`config.mk`:
```
export PLATFORM = sky130hd
export DESIGN_NAME = regfile_write_arbiter
export DESIGN_NICKNAME = d
export VERILOG_FILES = /design/src/rtl/regfile_write_arbiter.sv
export SDC_FILE = /design/constraint.sdc
export NUM_CORES = 1
export LEC_CHECK = 0
export CELL_PAD_IN_SITES_DETAIL_PLACEMENT = 1
export CELL_PAD_IN_SITES_GLOBAL_PLACEMENT = 2
export CORE_ASPECT_RATIO = 0.6
export CORE_MARGIN = 2
export CORE_UTILIZATION = 25
export DETAILED_ROUTE_END_ITERATION = 10
export PLACE_DENSITY_LB_ADDON = 0.1
export SYNTH_ARGS = -nofsm -noshare
export SYNTH_HDL_FRONTEND = slang
export SYNTH_SLANG_ARGS = --single-unit
```
`constraint.sdc`:
```
create_clock -name clock -period 3.9 [get_ports clock]
set_clock_uncertainty 0.15 [all_clocks]
set_input_delay 0.78 -clock clock [delete_from_list [all_inputs] [get_ports clock]]
set_output_delay 0.78 -clock clock [all_outputs]
set_load 0.05 [all_outputs]
```
`src/rtl/regfile_write_arbiter.sv`:
```
`default_nettype none
// ============================================================================
// Module      : regfile_write_arbiter
// Description : Shares the register file's single write port between two
//               writeback requesters (req0 = ALU, req1 = load). Each
//               requester owns a one-entry holding buffer behind a
//               valid/ready handshake. Contested grants alternate
//               round-robin, except that two buffered writes to the same
//               register always retire oldest-first. A per-register
//               pending mask lets decode stall reads of registers whose
//               writes are still in flight.
// Ports       : clock, reset            - clock, synchronous active-high reset
//               reqN_valid/ready        - handshake for requester N
//               reqN_reg/reqN_data      - destination register / write data
//               RegWrite/write_reg/
//               write_data              - registered register-file write port
//               grant_id                - requester on the port (when RegWrite)
//               pending                 - bit r set while a write to r is
//                                         buffered or on the port
// Revision    : 1.0 - initial release
// ============================================================================
module regfile_write_arbiter #(
    parameter int DATA_WIDTH = 32,
    parameter int ADDR_WIDTH = 3
) (
    input  logic                     clock,
    input  logic                     reset,
    input  logic                     req0_valid,
    output logic                     req0_ready,
    input  logic [ADDR_WIDTH-1:0]    req0_reg,
    input  logic [DATA_WIDTH-1:0]    req0_data,
    input  logic                     req1_valid,
    output logic                     req1_ready,
    input  logic [ADDR_WIDTH-1:0]    req1_reg,
    input  logic [DATA_WIDTH-1:0]    req1_data,
    output logic                     RegWrite,
    output logic [ADDR_WIDTH-1:0]    write_reg,
    output logic [DATA_WIDTH-1:0]    write_data,
    output logic                     grant_id,
    output logic [2**ADDR_WIDTH-1:0] pending
);

    localparam int c_NUM_REGS = 2**ADDR_WIDTH;

    // Holding buffers
    logic                  r_buf0_full;
    logic [ADDR_WIDTH-1:0] r_buf0_reg;
    logic [DATA_WIDTH-1:0] r_buf0_data;
    logic                  r_buf1_full;
    logic [ADDR_WIDTH-1:0] r_buf1_reg;
    logic [DATA_WIDTH-1:0] r_buf1_data;

    // Round-robin pointer: requester favoured on the next contested grant
    logic r_ptr;
    // Set when buf1's entry was loaded strictly before buf0's entry
    logic r_buf1_older;

    logic w_same_reg;
    logic w_contested;
    logic w_grant0;
    logic w_grant1;
    logic w_acc0;
    logic w_acc1;

    assign w_same_reg  = (r_buf0_reg == r_buf1_reg);
    assign w_contested = r_buf0_full && r_buf1_full && !w_same_reg;

    // buf0 wins when alone, when it holds the older same-register write, or
    // when the pointer favours it for different registers.
    assign w_grant0 = r_buf0_full &&
                      (!r_buf1_full ||
                       (w_same_reg ? !r_buf1_older : !r_ptr));
    assign w_grant1 = r_buf1_full && !w_grant0;

    // A buffer being drained this edge can take a new entry on the same edge.
    assign req0_ready = !reset && (!r_buf0_full || w_grant0);
    assign req1_ready = !reset && (!r_buf1_full || w_grant1);

    assign w_acc0 = req0_valid && req0_ready;
    assign w_acc1 = req1_valid && req1_ready;

    always_ff @(posedge clock) begin
        if (reset) begin
            r_buf0_full  <= 1'b0;
            r_buf0_reg   <= '0;
            r_buf0_data  <= '0;
            r_buf1_full  <= 1'b0;
            r_buf1_reg   <= '0;
            r_buf1_data  <= '0;
            r_ptr        <= 1'b0;
            r_buf1_older <= 1'b0;
            RegWrite     <= 1'b0;
            write_reg    <= '0;
            write_data   <= '0;
            grant_id     <= 1'b0;
        end else begin
            if (w_acc0) begin
                r_buf0_full <= 1'b1;
                r_buf0_reg  <= req0_reg;
                r_buf0_data <= req0_data;
            end else if (w_grant0) begin
                r_buf0_full <= 1'b0;
            end

            if (w_acc1) begin
                r_buf1_full <= 1'b1;
                r_buf1_reg  <= req1_reg;
                r_buf1_data <= req1_data;
            end else if (w_grant1) begin
                r_buf1_full <= 1'b0;
            end

            // The newly loaded entry is always the younger one; on a
            // same-edge double load req0 counts as older.
            if (w_acc0 && w_acc1) begin
                r_buf1_older <= 1'b0;
            end else if (w_acc0) begin
                r_buf1_older <= 1'b1;
            end else if (w_acc1) begin
                r_buf1_older <= 1'b0;
            end

            // Only a round-robin decision moves the pointer.
            if (w_contested) begin
                r_ptr <= w_grant0;
            end

            RegWrite <= w_grant0 || w_grant1;
            if (w_grant0) begin
                write_reg  <= r_buf0_reg;
                write_data <= r_buf0_data;
                grant_id   <= 1'b0;
            end else if (w_grant1) begin
                write_reg  <= r_buf1_reg;
                write_data <= r_buf1_data;
                grant_id   <= 1'b1;
            end
        end
    end

    for (genvar r = 0; r < c_NUM_REGS; r++) begin : g_pending
        assign pending[r] = (r_buf0_full && (r_buf0_reg == ADDR_WIDTH'(r))) ||
                            (r_buf1_full && (r_buf1_reg == ADDR_WIDTH'(r))) ||
                            (RegWrite    && (write_reg  == ADDR_WIDTH'(r)));
    end

endmodule
`default_nettype wire
```
Word level (Yosys, flattened, before mapping)
Cells that the tools add are included.
W data, S select, Z words.

storage, ports and cells
  logic and storage cells = 114
  output and inout bits = 47
  bits of input ports = 74
  register bits after elaboration = 111

cells by class
  mux-type cells = 11
  reductions and logical operators = 69
  equality and inequality tests = 22

operators by type and width
  kind                  number
  $mux W32              2
  $eq A3 B3 Y1 const B  12
  $logic_and A1 B1 Y1   33
  $logic_or A1 B1 Y1    20
  $eq A3 B2 Y1 const B  6
  $eq A3 B1 Y1 const B  3
  $logic_not A3 Y1      3
  $reduce_bool A2 Y1    4
  $logic_not A1 Y1      7
  $mux W1               7
  $mux W3               2
  $reduce_or A2 Y1      2
  $eq A3 B3 Y1          1

Depth between registers and ports, before layout
Gate-level depths: netlist of the first run.

  depth after elaboration = 11
  gate-level depth with buffers = 7
  gate-level depth less buffers = 4

Worst setup path before layout of the first run
Ideal clock, no wire load.

  path type = register to output
  start = register r_buf0_full
  end = output pending[4]
  path slack = 0.170 ns
  path buffers = 3
  required time = 2.970 ns
  cell stages (with the launch flop) = 6
  arrival = 2.800 ns
  cells stage by stage = dfxtp_1 buf_2 buf_2 buf_2 nand2_1 o311ai_0

between the ends
  longest elaborated chain between the ends = 3

RTL lines
  element                 RTL line  source
  start, declared         46        logic r_buf0_full;
  start signal, assigned  84        r_buf0_full <= 1'b0;
  start signal, assigned  98        r_buf0_full <= 1'b1;
  start signal, assigned  102       r_buf0_full <= 1'b0;
  $logic_and A1 B1 Y1     142       assign pending[r] = (r_buf0_full && (r_buf0_reg == ADDR_WIDTH'(r))) ||
  $logic_or A1 B1 Y1      142
  $logic_or A1 B1 Y1      143       (r_buf1_full && (r_buf1_reg == ADDR_WIDTH'(r))) ||
  end, declared           40        output logic [2**ADDR_WIDTH-1:0] pending

No other way between the ends.

Worst setup path in the final report of the first run
  start = register r_buf0_reg[0]
  end = output req0_ready

between the ends
  longest elaborated chain between the ends = 6

RTL lines
  element                 RTL line  source
  start, declared         47        logic [ADDR_WIDTH-1:0] r_buf0_reg;
  start signal, assigned  99        r_buf0_reg <= req0_reg;
  $eq A3 B3 Y1            65        assign w_same_reg = (r_buf0_reg == r_buf1_reg);
  $mux W1                 72        (w_same_reg ? !r_buf1_older : !r_ptr));
  $logic_or A1 B1 Y1      71        (!r_buf1_full ||
  $logic_and A1 B1 Y1     70        assign w_grant0 = r_buf0_full &&
  $logic_or A1 B1 Y1      76        assign req0_ready = !reset && (!r_buf0_full || w_grant0);
  $logic_and A1 B1 Y1     76
  end, declared           29        output logic req0_ready,

No other way between the ends.

==> results by group, run 1 <==
Floorplanning
  • Die height: 121.4 um
  • Die ar.: 24250 um^2
  • Core area: 22280 um^2
  • Num ports: 121
  • Starting density of the core: 25.79%
  • Cell Rows: 42
  • Die width: 199.7 um

Clock network
  • Setup Fix Bufs, Post-CTS: 0
  • Maximum buffer depth of the clock tree: 2
  • Sink Count: 111
  • CTS tree: built
  • Clk_lat worst skew: 360 ps
  • Root Buffer: clkbuf_16
  • CTS Buf Count: 9
  • Resized Gates After CTS: 0
  • CTS Hold Bufs: 0
  • CTS clk-pin slew, worst paths: 70 ps
  • H-Tree Depth: 3

Synthesis
  • Area leader, netlist: dfxtp_1
  • Register area share after synthesis: 38.68%
  • Synth Warn #: 0
  • Cells after synthesis: 611
  • Fraction of registers with async set/reset: 0%
  • Net Count, Synth: 685
  • Syn avg cell area: 9.403 um^2
  • Synth cell count leaders: dfxtp_1 (111), a21oi_1 (71), nor2_1 (43), nor2b_1 (42)
  • Synth Register Bits: 111
  • Post-synth EDFFs: 0
  • Primary FF master, synth: dfxtp_1
  • Count leader, synth: dfxtp_1
  • Synth top area share: 38.68%
  • Mapped cell area: 5746 um^2
  • Yosys cell types: 45
  • Largest cells by area after synthesis: dfxtp_1 (39%), mux2_4 (7.6%), a21oi_1 (6.2%)

Cells and area
  • Design area: 7372 um^2
  • FILL cells: 2537
  • Biggest registers after layout: r_buf0_data: 32 flops, r_buf1_data: 32 flops, write_data: 32 flops
  • ANT cells: 0
  • Final core occ: 33.09%
  • Layout net count: 758
  • P&R area growth vs syn: 28.31%
  • Layout cells sized above 1: 12.05%

Timing
  • Final setup fails: 0
  • Final Critical Period: 3621 ps
  • Fmax achieved: 276.1 MHz
  • RSZ-0062 raised after global routing: false
  • Worst rel slew slack: 39.88%
  • Setup TNS: 0 ps
  • Slew @ Worst Pin: 901.8 ps
  • Fin. max-slew vios: 0
  • Final Hold Vio Count: 0
  • Period utilization: 92.85%

Placed design
  • Post-DP HPWL: 12.79 mm
  • GP Congestion: 0.7727
  • PortBufs: 120
  • Post-DP Area: 7081 um^2

Setup path
  • R2R Path Start: r_buf0_full
  • Worst-path maximum fanout: 11
  • Startpoint types: flip-flop
  • Cells on worst reg2reg path: 4
  • WP data required: 2970 ps
  • Worst path arrival time: 2690 ps
  • Worst Setup SP: r_buf0_reg[0]
  • R2r setup slk: 1150 ps
  • CP endpoint kind: output port
  • Worst r2r dst: write_data[18]
  • Crit path capture: req0_ready
  • Critical path type: flip-flop to output port

Power
  • Power Density: 395.7 nW/um^2
  • Lkg Pwr: 2.631 nW
  • Max IR drop VDD: 0.1727 mV
  • Total power: 2.917 mW

Routing
  • DRC viols: 0
  • Vias per Instance: 5.129
  • Drt wl/cell: 20.93 um
  • Routed WL: 20.87 mm
  • DRT antenna net count: 0
  • Iteration-0 DRC Markers: 250
  • Via count: 5114
  • TritonRoute pass-1 iters: 4

GRT
  • Initial antenna violation count: 0
  • Most Used Layer, Global Route: met1
  • First-pass GRT wire length: 32.20 mm
  • Met2 Track Usage GR: 25.67%
  • GRT Residual Overflow: 0
  • Largest net degree at the start of global routing: 111
  • Vias in the first global route: 5281
  • Grt met1 use: 26.59%
  • Global-route met3 utilization: 3.919%
  • Tot GR Track Use: 17.75%

Outcome
  • Outcome: complete, no violations

Worst hold path
  • Hold Path Class: flip-flop to flip-flop
  • Worst Hold Depth: 2

Job
  • Count of max-cap constraint violations: 0
[layer usage]
layer | vias to the layer above | part of all wire, %
met5 | - | 0
met4 | 0 | 0.83
met3 | 11 | 3.9
met2 | 101 | 42
met1 | 2582 | 54
li1 | 2420 | -
[final cells by class]
cell class	instances	area, um^2	area share [%]
well taps	308	385.4	5.227
inverters	2	7.507	0.1018
multi-input cells	425	3144	42.65
clock buffers	12	246.5	3.344
repair buffers	135	1319	17.89
clock inverters	4	45.04	0.6110
flip-flops and latches	111	2225	30.18
[where the power goes]
part / total (mW) / internal [mW] / switching [mW]
registers: 1.31 / 1.22 / 0.0890
clock network: 0.958 / 0.515 / 0.443
logic: 0.654 / 0.281 / 0.372
[cells by family (layout without fill, tap and decap cells)]
family	after synthesis	in the layout	share of synthesized area, %
AND/OR/NAND/NOR	153	153	14.48
multiplexers	69	69	14.68
buffers and inverters	75	153	6.816
flip-flops	111	111	38.68
AO/OA/AOI/OAI	196	196	23.11
XOR/XNOR	7	7	2.243
[layout by cell type (no fill, tap or decap), drive strengths merged]
cell type,instances
nor2b,42
and2,2
a22oi,2
a211oi,36
a41o,1
dfxtp,111
and4,1
o211a,1
nor2,43
o211ai,36
o2111a,1
nor4,37
clkinv,3
nand3,15
nand3b,1
mux2,35
a2111oi,1
xor2,3
buf,22
o31ai,38
a21oi,71
o21a,2
a221o,1
a31oi,1
mux2i,34
o31a,1
nand2,9
nand4,3
xnor2,4
inv,2
o311ai,2
clkbuf,12
o21ai,2
bufinv,1
clkdlybuf4s50,113
[how the worst min path moves through the flow]
stage | start | endpoint | slack [ps]
after global routing | grant_id | grant_id | 340
after detailed placement | r_buf1_data[10] | r_buf1_data[10] | 320
final | grant_id | grant_id | 320
after CTS | grant_id | grant_id | 330
after floorplan | r_buf1_data[0] | r_buf1_data[0] | 300
after global placement | r_buf1_data[16] | r_buf1_data[16] | 310
[stage by stage]
step	std cells	hold slack, ps	worst slack, ps
floorplan	611	298.3	169.8
CTS	997	326.1	239.2
detailed placement	981	315.9	655.4
finish	997	321.1	278.7
global route	997	340.4	139.0
global placement	981	306.8	704.5
[critical path: stages, from the launching register on]
cell	delay, ps
dfxtp_1	680
xor2_2	230
o31ai_2	370
a21oi_1	150
nor2_1	100
clkdlybuf4s50_1	810
No activity file was read; power rests on OpenSTA's default activity.
==> run 2, diff against run 1 <==
--- a/config.mk
+++ b/config.mk
@@ -5,6 +5,7 @@
 export SDC_FILE = /design/constraint.sdc
 export NUM_CORES = 1
 export LEC_CHECK = 0
+export ABC_AREA = 1
 export CELL_PAD_IN_SITES_DETAIL_PLACEMENT = 1
 export CELL_PAD_IN_SITES_GLOBAL_PLACEMENT = 2
 export CORE_ASPECT_RATIO = 0.6
@@ -12,6 +13,7 @@
 export CORE_UTILIZATION = 25
 export DETAILED_ROUTE_END_ITERATION = 10
 export PLACE_DENSITY_LB_ADDON = 0.1
+export SKIP_LAST_GASP = 1
 export SYNTH_ARGS = -nofsm -noshare
 export SYNTH_HDL_FRONTEND = slang
 export SYNTH_SLANG_ARGS = --single-unit
==> run 2 against run 1 <==
Via count down 10%. Power down 11%. Final cell count rose by 1.6%. Register-to-register slack improved by 260 ps. Utilization up 1.7 points. Critical path type unchanged. Highest routed layer unchanged.
==> results by group, run 2 <==
Outcome
  • Outcome: complete, no violations

Setup path
  • Crit path capture: pending[3]
  • Worst Setup SP: r_buf0_full
  • Critical path type: flip-flop to output port
  • R2r setup slk: 1410 ps (+260 ps)
  • WP data required: 2970 ps (about the same)
  • Worst-path maximum fanout: 8 (-3)
  • Stages on the worst setup path: 5 (unchanged)
  • Worst r2r dst: write_data[26]
  • Startpoint types: flip-flop
  • Cells on worst reg2reg path: 10 (+6)
  • Crit path max-delay family: buffers and inverters
  • Slowest CP cell: clkdlybuf4s50_1
  • Worst-path cell chain: inv_1, nor2_1, nand3_1, o311ai_0, clkdlybuf4s50_1
  • Slowest cell delay on critical path: 870 ps (+60 ps)
  • CP endpoint kind: output port
  • Crit path buf inv count: 2 (+1)
  • Worst path arrival time: 2290 ps (-400 ps)
  • R2R Path Start: r_buf0_reg[0]

Cells and area
  • Layout cells sized above 1: 5.563% (-6.5 points)
  • Final core occ: 34.82% (+1.7 points)
  • ANT cells: 0 (unchanged)
  • Final Non-Filler Cells: 1013 (+1.6%)
  • Biggest registers after layout: r_buf0_data: 32 flops, r_buf1_data: 32 flops, write_data: 32 flops
  • Commonest non-fill, non-tap cells in the layout: nand2_1 (244), nand3_1 (118), clkdlybuf4s50_1 (116)
  • Layout net count: 842 (+11%)
  • Most common cell after layout, fill and taps aside: nand2_1
  • P&R area growth vs syn: 35.52%
  • Design area: 6340 um^2 (-14%)

Timing
  • Final setup fails: 0 (unchanged)
  • Final Hold Vio Count: 0 (unchanged)
  • Worst rel slew slack: 44.92% (+5.0 points)
  • Fin. max-slew vios: 0 (unchanged)
  • Final Critical Period: 3221 ps (-399.9 ps)
  • RSZ-0062 raised after global routing: false
  • Period utilization: 82.60% (-10 points)
  • Setup TNS: 0 ps (unchanged)
  • Slew @ Worst Pin: 825.2 ps (-76.55 ps)
  • Fmax achieved: 310.4 MHz (+12%)

Routing
  • Drt wl/cell: 15.92 um (-24%)
  • DRC viols: 0 (unchanged)
  • Routed WL: 16.13 mm (-23%)
  • Vias per Instance: 4.529 (-12%)
  • DRT antenna net count: 0 (unchanged)
  • Via count: 4588 (-10%)
  • TritonRoute pass-1 iters: 6 (+2)
  • Iteration-0 DRC Markers: 231 (-7.6%)

GRT
  • Largest net degree at the start of global routing: 40 (-64%)
  • Initial antenna violation count: 0 (unchanged)
  • First-pass GRT wire length: 25.38 mm (-21%)
  • Tot GR Track Use: 16.57% (-1.2 points)
  • Vias in the first global route: 4624 (-12%)
  • GRT Residual Overflow: 0 (unchanged)

Clock network
  • CTS tree: built
  • Setup Fix Bufs, Post-CTS: 0 (unchanged)
  • CTS clk-pin slew, worst paths: 70 ps (about the same)
  • Clk_lat worst skew: 350 ps (about the same)
  • CTS Buf Count: 9 (unchanged)
  • Resized Gates After CTS: 0 (unchanged)
  • CTS Hold Bufs: 0 (unchanged)
  • Sink Count: 111 (unchanged)
  • Maximum buffer depth of the clock tree: 2 (unchanged)
  • Root Buffer: clkbuf_16
  • H-Tree Depth: 3 (unchanged)

Power
  • Max IR drop VDD: 0.2083 mV (+21%)
  • Power Density: 410.9 nW/um^2 (+3.8%)
  • Lkg Pwr: 2.875 nW (+9.3%)

Synthesis
  • Synth top area share: 47.50% (+8.8 points)
  • Mapped cell area: 4678 um^2 (-19%)
  • Synth Warn #: 0 (unchanged)
  • Count leader, synth: nand2_1
  • Synth Register Bits: 111 (unchanged)
  • Post-synth EDFFs: 0 (unchanged)
  • Area leader, netlist: dfxtp_1
  • Synth cell count leaders: nand2_1 (244), nand3_1 (118), dfxtp_1 (111), inv_1 (51), nor2_1 (48)
  • Primary FF master, synth: dfxtp_1
  • Net Count, Synth: 740 (+8.0%)
  • Syn avg cell area: 7.024 um^2 (-25%)
  • Cells after synthesis: 666 (+9.0%)
  • Largest cells by area after synthesis: dfxtp_1 (47%), nand2_1 (20%), nand3_1 (13%)
  • Fraction of registers with async set/reset: 0% (unchanged)
  • Yosys cell types: 24 (-47%)
  • Register area share after synthesis: 47.50% (+8.8 points)

Placed design
  • PortBufs: 120 (unchanged)
  • GP Congestion: 0.7466 (-3.4%)
  • Post-DP HPWL: 11.27 mm (-12%)
  • Post-DP Area: 6056 um^2 (-14%)
  • Placed Cells: 997 (+1.6%)

Worst hold path
  • Hold Path Class: flip-flop to flip-flop
  • Start point of the worst hold path: r_buf1_data[11]

Floorplanning
  • Die height: 110.0 um (-9.4%)
  • Die width: 180.6 um (-9.6%)
  • Core area: 18210 um^2 (-18%)
  • Cell Rows: 38 (-9.5%)
  • Num ports: 121 (unchanged)
  • Starting density of the core: 25.69% (-0.096 points)
  • Die ar.: 19860 um^2 (-18%)

Job
  • Count of max-cap constraint violations: 0 (unchanged)
run 2: cell count changes after synthesis, moves of 36 or more:
cell and delta:
nand3_1 +104, nor4_1 -36, nor2b_1 -42, a21oi_1 -68
nand2_1 +235, o211ai_1 -36, inv_1 +49, o31ai_1 -36
run 2: final cells by class:
| cell class | instances | area [um^2] |
|---|---|---|
| clock inverter | 5 | 41.29 |
| clock buffer | 11 | 242.7 |
| multi-input combinational | 462 | 2032 |
| tap | 240 | 300.3 |
| fill | 2239 | 11870 |
| sequential | 111 | 2222 |
| inverter | 54 | 202.7 |
| timing repair buffer | 130 | 1299 |
run 2: worst min-delay path, cell delays in order, from the launching register on:
cell,delay (ps)
dfxtp_1,310
nand2_1,60
nand2_1,40
run 2: worst min path at each step:
stage                      endpoint  cells past startpoint
finish              r_buf1_data[11]                      2
global route         r_buf1_data[5]                      2
CTS                 r_buf1_data[31]                      2
detailed placement  r_buf1_data[31]                      2
global placement    r_buf1_data[27]                      2
floorplan            r_buf1_data[0]                      2
run 2: layer usage:
layer / GRT usage, % / vias to the layer above / part of all wire (%)
li1: - / 2300 / -
met5: 0 / - / 0
met3: 3.080 / 5 / 5.1
met1: 24.96 / 2178 / 54
met4: 3.168 / 0 / 0.49
met2: 24.45 / 105 / 40
run 2: kinds of logic after synthesis:
logic type	after synthesis	synth area share, %
buf+inv	93	9.227
xor+xnor	1	0.1873
flops	111	47.50
simple gates	418	37.76
compound gates	43	5.322
run 2: power by group:
| part | internal (mW) | switching [mW] |
|---|---|---|
| clock | 0.457 | 0.441 |
| sequential | 1.20 | 0.0522 |
| combinational | 0.174 | 0.276 |
| total | 1.84 | 0.769 |
run 2: through the flow:
| stage | power (mW) | hold WS (ps) | worst slack (ps) |
|---|---|---|---|
| 3_5_place_dp | 1.738 | 284.7 | 409.7 |
| 3_3_place_gp | 1.730 | 279.3 | 594.2 |
| 6_report | 2.605 | 299.4 | 678.6 |
| 2_1_floorplan | 1.534 | 268.8 | 598.8 |
| 5_1_grt | 2.735 | 315.4 | 517.4 |
| 4_1_cts | 2.646 | 302.0 | 649.1 |
==> run 3, diff against run 2 <==
--- a/config.mk
+++ b/config.mk
@@ -10,7 +10,7 @@
 export CELL_PAD_IN_SITES_GLOBAL_PLACEMENT = 2
 export CORE_ASPECT_RATIO = 0.6
 export CORE_MARGIN = 2
-export CORE_UTILIZATION = 25
+export CORE_UTILIZATION = 24
 export DETAILED_ROUTE_END_ITERATION = 10
 export PLACE_DENSITY_LB_ADDON = 0.1
 export SKIP_LAST_GASP = 1
==> constraint.sdc (replaced) <==
create_clock -name clock -period 2.9 [get_ports clock]
set_clock_uncertainty 0.15 [all_clocks]
set_input_delay 0.58 -clock clock [delete_from_list [all_inputs] [get_ports clock]]
set_output_delay 0.58 -clock clock [all_outputs]
set_load 0.05 [all_outputs]
==> run 3 against run 2 <==
Die area is 4.0% higher. Critical path depth stayed put. Global-route usage down 0.69 points. Worst hold slack got worse by 1.4 ps. Routed wire length shrank 1.6%. Utilization decreased by 0.91 points. Flip-flop and latch count is the same. Clock power increased by 58%. Via count down 1.1%. First-iteration DRC count down 10%. Setup slack got worse by 570 ps. Non-clock buffer count grew 5. Largest power group unchanged.
==> results by group, run 3 (synthesized netlist as in run 2, its figures left out) <==
Setup path
  • Slowest cell delay on critical path: 830 ps (-40 ps)
  • Worst Setup SP: r_buf0_full
  • Worst-path cell chain: nand2_1, inv_1, nand3_1, o221ai_1, clkdlybuf4s50_1
  • Crit path max-delay family: buffers and inverters
  • Slowest CP cell: clkdlybuf4s50_1
  • Worst r2r dst: r_buf0_data[5]
  • WP data required: 2170 ps (-800 ps)
  • Worst-path maximum fanout: 8 (unchanged)
  • R2r setup slk: 680 ps (-730 ps)
  • Cells on worst reg2reg path: 9 (-1)
  • Worst path arrival time: 2060 ps (-230 ps)
  • CP endpoint kind: output port
  • Critical path type: flip-flop to output port
  • R2R Path Start: r_buf0_reg[1]
  • Crit path buf inv count: 2 (unchanged)
  • Startpoint types: flip-flop

Clock network
  • CTS Buf Count: 9 (unchanged)
  • CTS tree: built
  • Root Buffer: clkbuf_16
  • Maximum buffer depth of the clock tree: 2 (unchanged)
  • Clk_lat worst skew: 360 ps (about the same)
  • Sink Count: 111 (unchanged)
  • CTS clk-pin slew, worst paths: 70 ps (about the same)
  • H-Tree Depth: 3 (unchanged)
  • Setup Fix Bufs, Post-CTS: 0 (unchanged)

Worst hold path
  • Hold Path End: r_buf1_data[3]
  • Start point of the worst hold path: r_buf1_data[3]
  • Hold Path Class: flip-flop to flip-flop
  • Worst Hold Depth: 2 (unchanged)

GRT
  • First-pass GRT wire length: 25.19 mm (-0.74%)
  • Tot GR Track Use: 15.87% (-0.69 points)
  • Largest net degree at the start of global routing: 37 (-7.5%)
  • Vias in the first global route: 4548 (-1.6%)
  • GRT Residual Overflow: 0 (unchanged)
  • Initial antenna violation count: 1 (+1)

Timing
  • Worst rel slew slack: 61.55% (+17 points)
  • Period utilization: 96.12%
  • Slew @ Worst Pin: 575.0 ps (-250.3 ps)
  • Fin. max-slew vios: 0 (unchanged)
  • WHS: 298.0 ps (-1.389 ps)
  • Final Hold Vio Count: 0 (unchanged)
  • Final Critical Period: 2787 ps
  • RSZ-0062 raised after global routing: false
  • Setup TNS: 0 ps (unchanged)
  • Final setup fails: 0 (unchanged)
  • Fmax achieved: 358.8 MHz

Cells and area
  • Biggest registers after layout: r_buf0_data: 32 flops, r_buf1_data: 32 flops, write_data: 32 flops
  • ANT cells: 0 (unchanged)
  • P&R area growth vs syn: 38.27%
  • Commonest non-fill, non-tap cells in the layout: nand2_1 (244), nand3_1 (118), clkdlybuf4s50_1 (112)
  • Layout net count: 847 (+0.59%)
  • Final core occ: 33.90% (-0.91 points)
  • Most common cell after layout, fill and taps aside: nand2_1
  • Layout cells sized above 1: 6.298% (+0.74 points)
  • FILL cells: 2356 (+5.2%)

Placed design
  • GP Congestion: 0.7555 (+1.2%)
  • Post-DP HPWL: 11.32 mm (+0.42%)
  • PortBufs: 120 (unchanged)

Floorplanning
  • Cell Rows: 39 (+2.6%)
  • Die ar.: 20660 um^2 (+4.0%)
  • Core area: 19080 um^2 (+4.8%)
  • Num ports: 121 (unchanged)
  • Die height: 112.1 um (+2.0%)
  • Die width: 184.2 um (+2.0%)
  • Starting density of the core: 24.52% (-1.2 points)

Power
  • Max IR drop VDD: 0.2611 mV (+25%)
  • Power Density: 574.5 nW/um^2 (+40%)
  • Lkg Pwr: 2.984 nW (+3.8%)

Job
  • Count of max-cap constraint violations: 0 (unchanged)

Routing
  • TritonRoute pass-1 iters: 4 (-2)
  • DRT antenna net count: 0 (unchanged)
  • Drt wl/cell: 15.20 um (-4.5%)
  • Iteration-0 DRC Markers: 208 (-10%)
  • DRC viols: 0 (unchanged)
  • Vias per Instance: 4.346 (-4.0%)
  • Via count: 4537 (-1.1%)
  • Routed WL: 15.87 mm (-1.6%)

Outcome
  • Outcome: complete, no violations
[run 3: changes by cell type in the layout (fill, tap and decap cells not counted)]
cell,change
inv_6,+3
bufinv_16,+2
clkdlybuf4s50_1,-4
clkbuf_1,-1
clkinv_4,-2
buf_4,+5
dlygate4sd2_1,+1
clkinv_8,+1
o311ai_0,-1
o311ai_1,+1
dlymetal6s2s_1,+3
clkbuf_8,-1
clkinvlp_4,-2
[run 3: where the power goes]
group | switching (mW) | internal (mW) | leakage [nW]
Sequential | 0.0648 | 1.62 | 0.912
Combinational | 0.372 | 0.238 | 1.91
Clock | 0.643 | 0.779 | 0.164
Total | 1.08 | 2.64 | 2.98
[run 3: metrics by stage]
stage,cells,worst slack (ps),cell area (um^2),power (mW)
final,1044,112.6,6469,3.717
after global placement,1028,392.0,6126,2.329
after CTS,1044,12.48,6461,3.771
after global routing,1044,0.3111,6469,3.888
after floorplan,666,395.9,4678,2.063
after detailed placement,1028,342.1,6126,2.340
[run 3: layout make-up]
| type | count | area [um^2] | share of cell area [%] |
|---|---|---|---|
| Inverter | 54 | 202.7 | 3.133 |
| Clock buffer | 9 | 225.2 | 3.482 |
| Multi-Input combinational cell | 462 | 2032 | 31.41 |
| Tap cell | 266 | 332.8 | 5.145 |
| Timing Repair Buffer | 135 | 1343 | 20.75 |
| Clock inverter | 7 | 111.4 | 1.721 |
| Sequential cell | 111 | 2222 | 34.35 |
[run 3: tightest hold or removal path, cell delays in order (launching register included)]
cell and delay, ps:
dfxtp_1 310, nand2_1 60, nand2_1 40
[run 3: how the worst max path moves through the flow]
stage	cells past startpoint	end
after global placement	5	pending[3]
after global routing	5	pending[5]
final	5	pending[7]
after floorplan	2	pending[3]
after detailed placement	5	pending[3]
after CTS	5	pending[0]
[run 3: per-layer routing]
layer  up-vias  track usage [%]  part of all wire (%)
met5         -                0                     0
met4         0            3.040                  0.72
met3         8            3.374                   3.8
met2        75            23.09                    41
met1      2148            24.03                    55
li1       2306                -                     -
[run 3: what timing repair did]
item | in CTS | in global routing
hold buffers | 0 | 0
gates resized for setup | 1 | 3
endpoints found under the setup margin | 1 | 3
gates cloned | 0 | 0
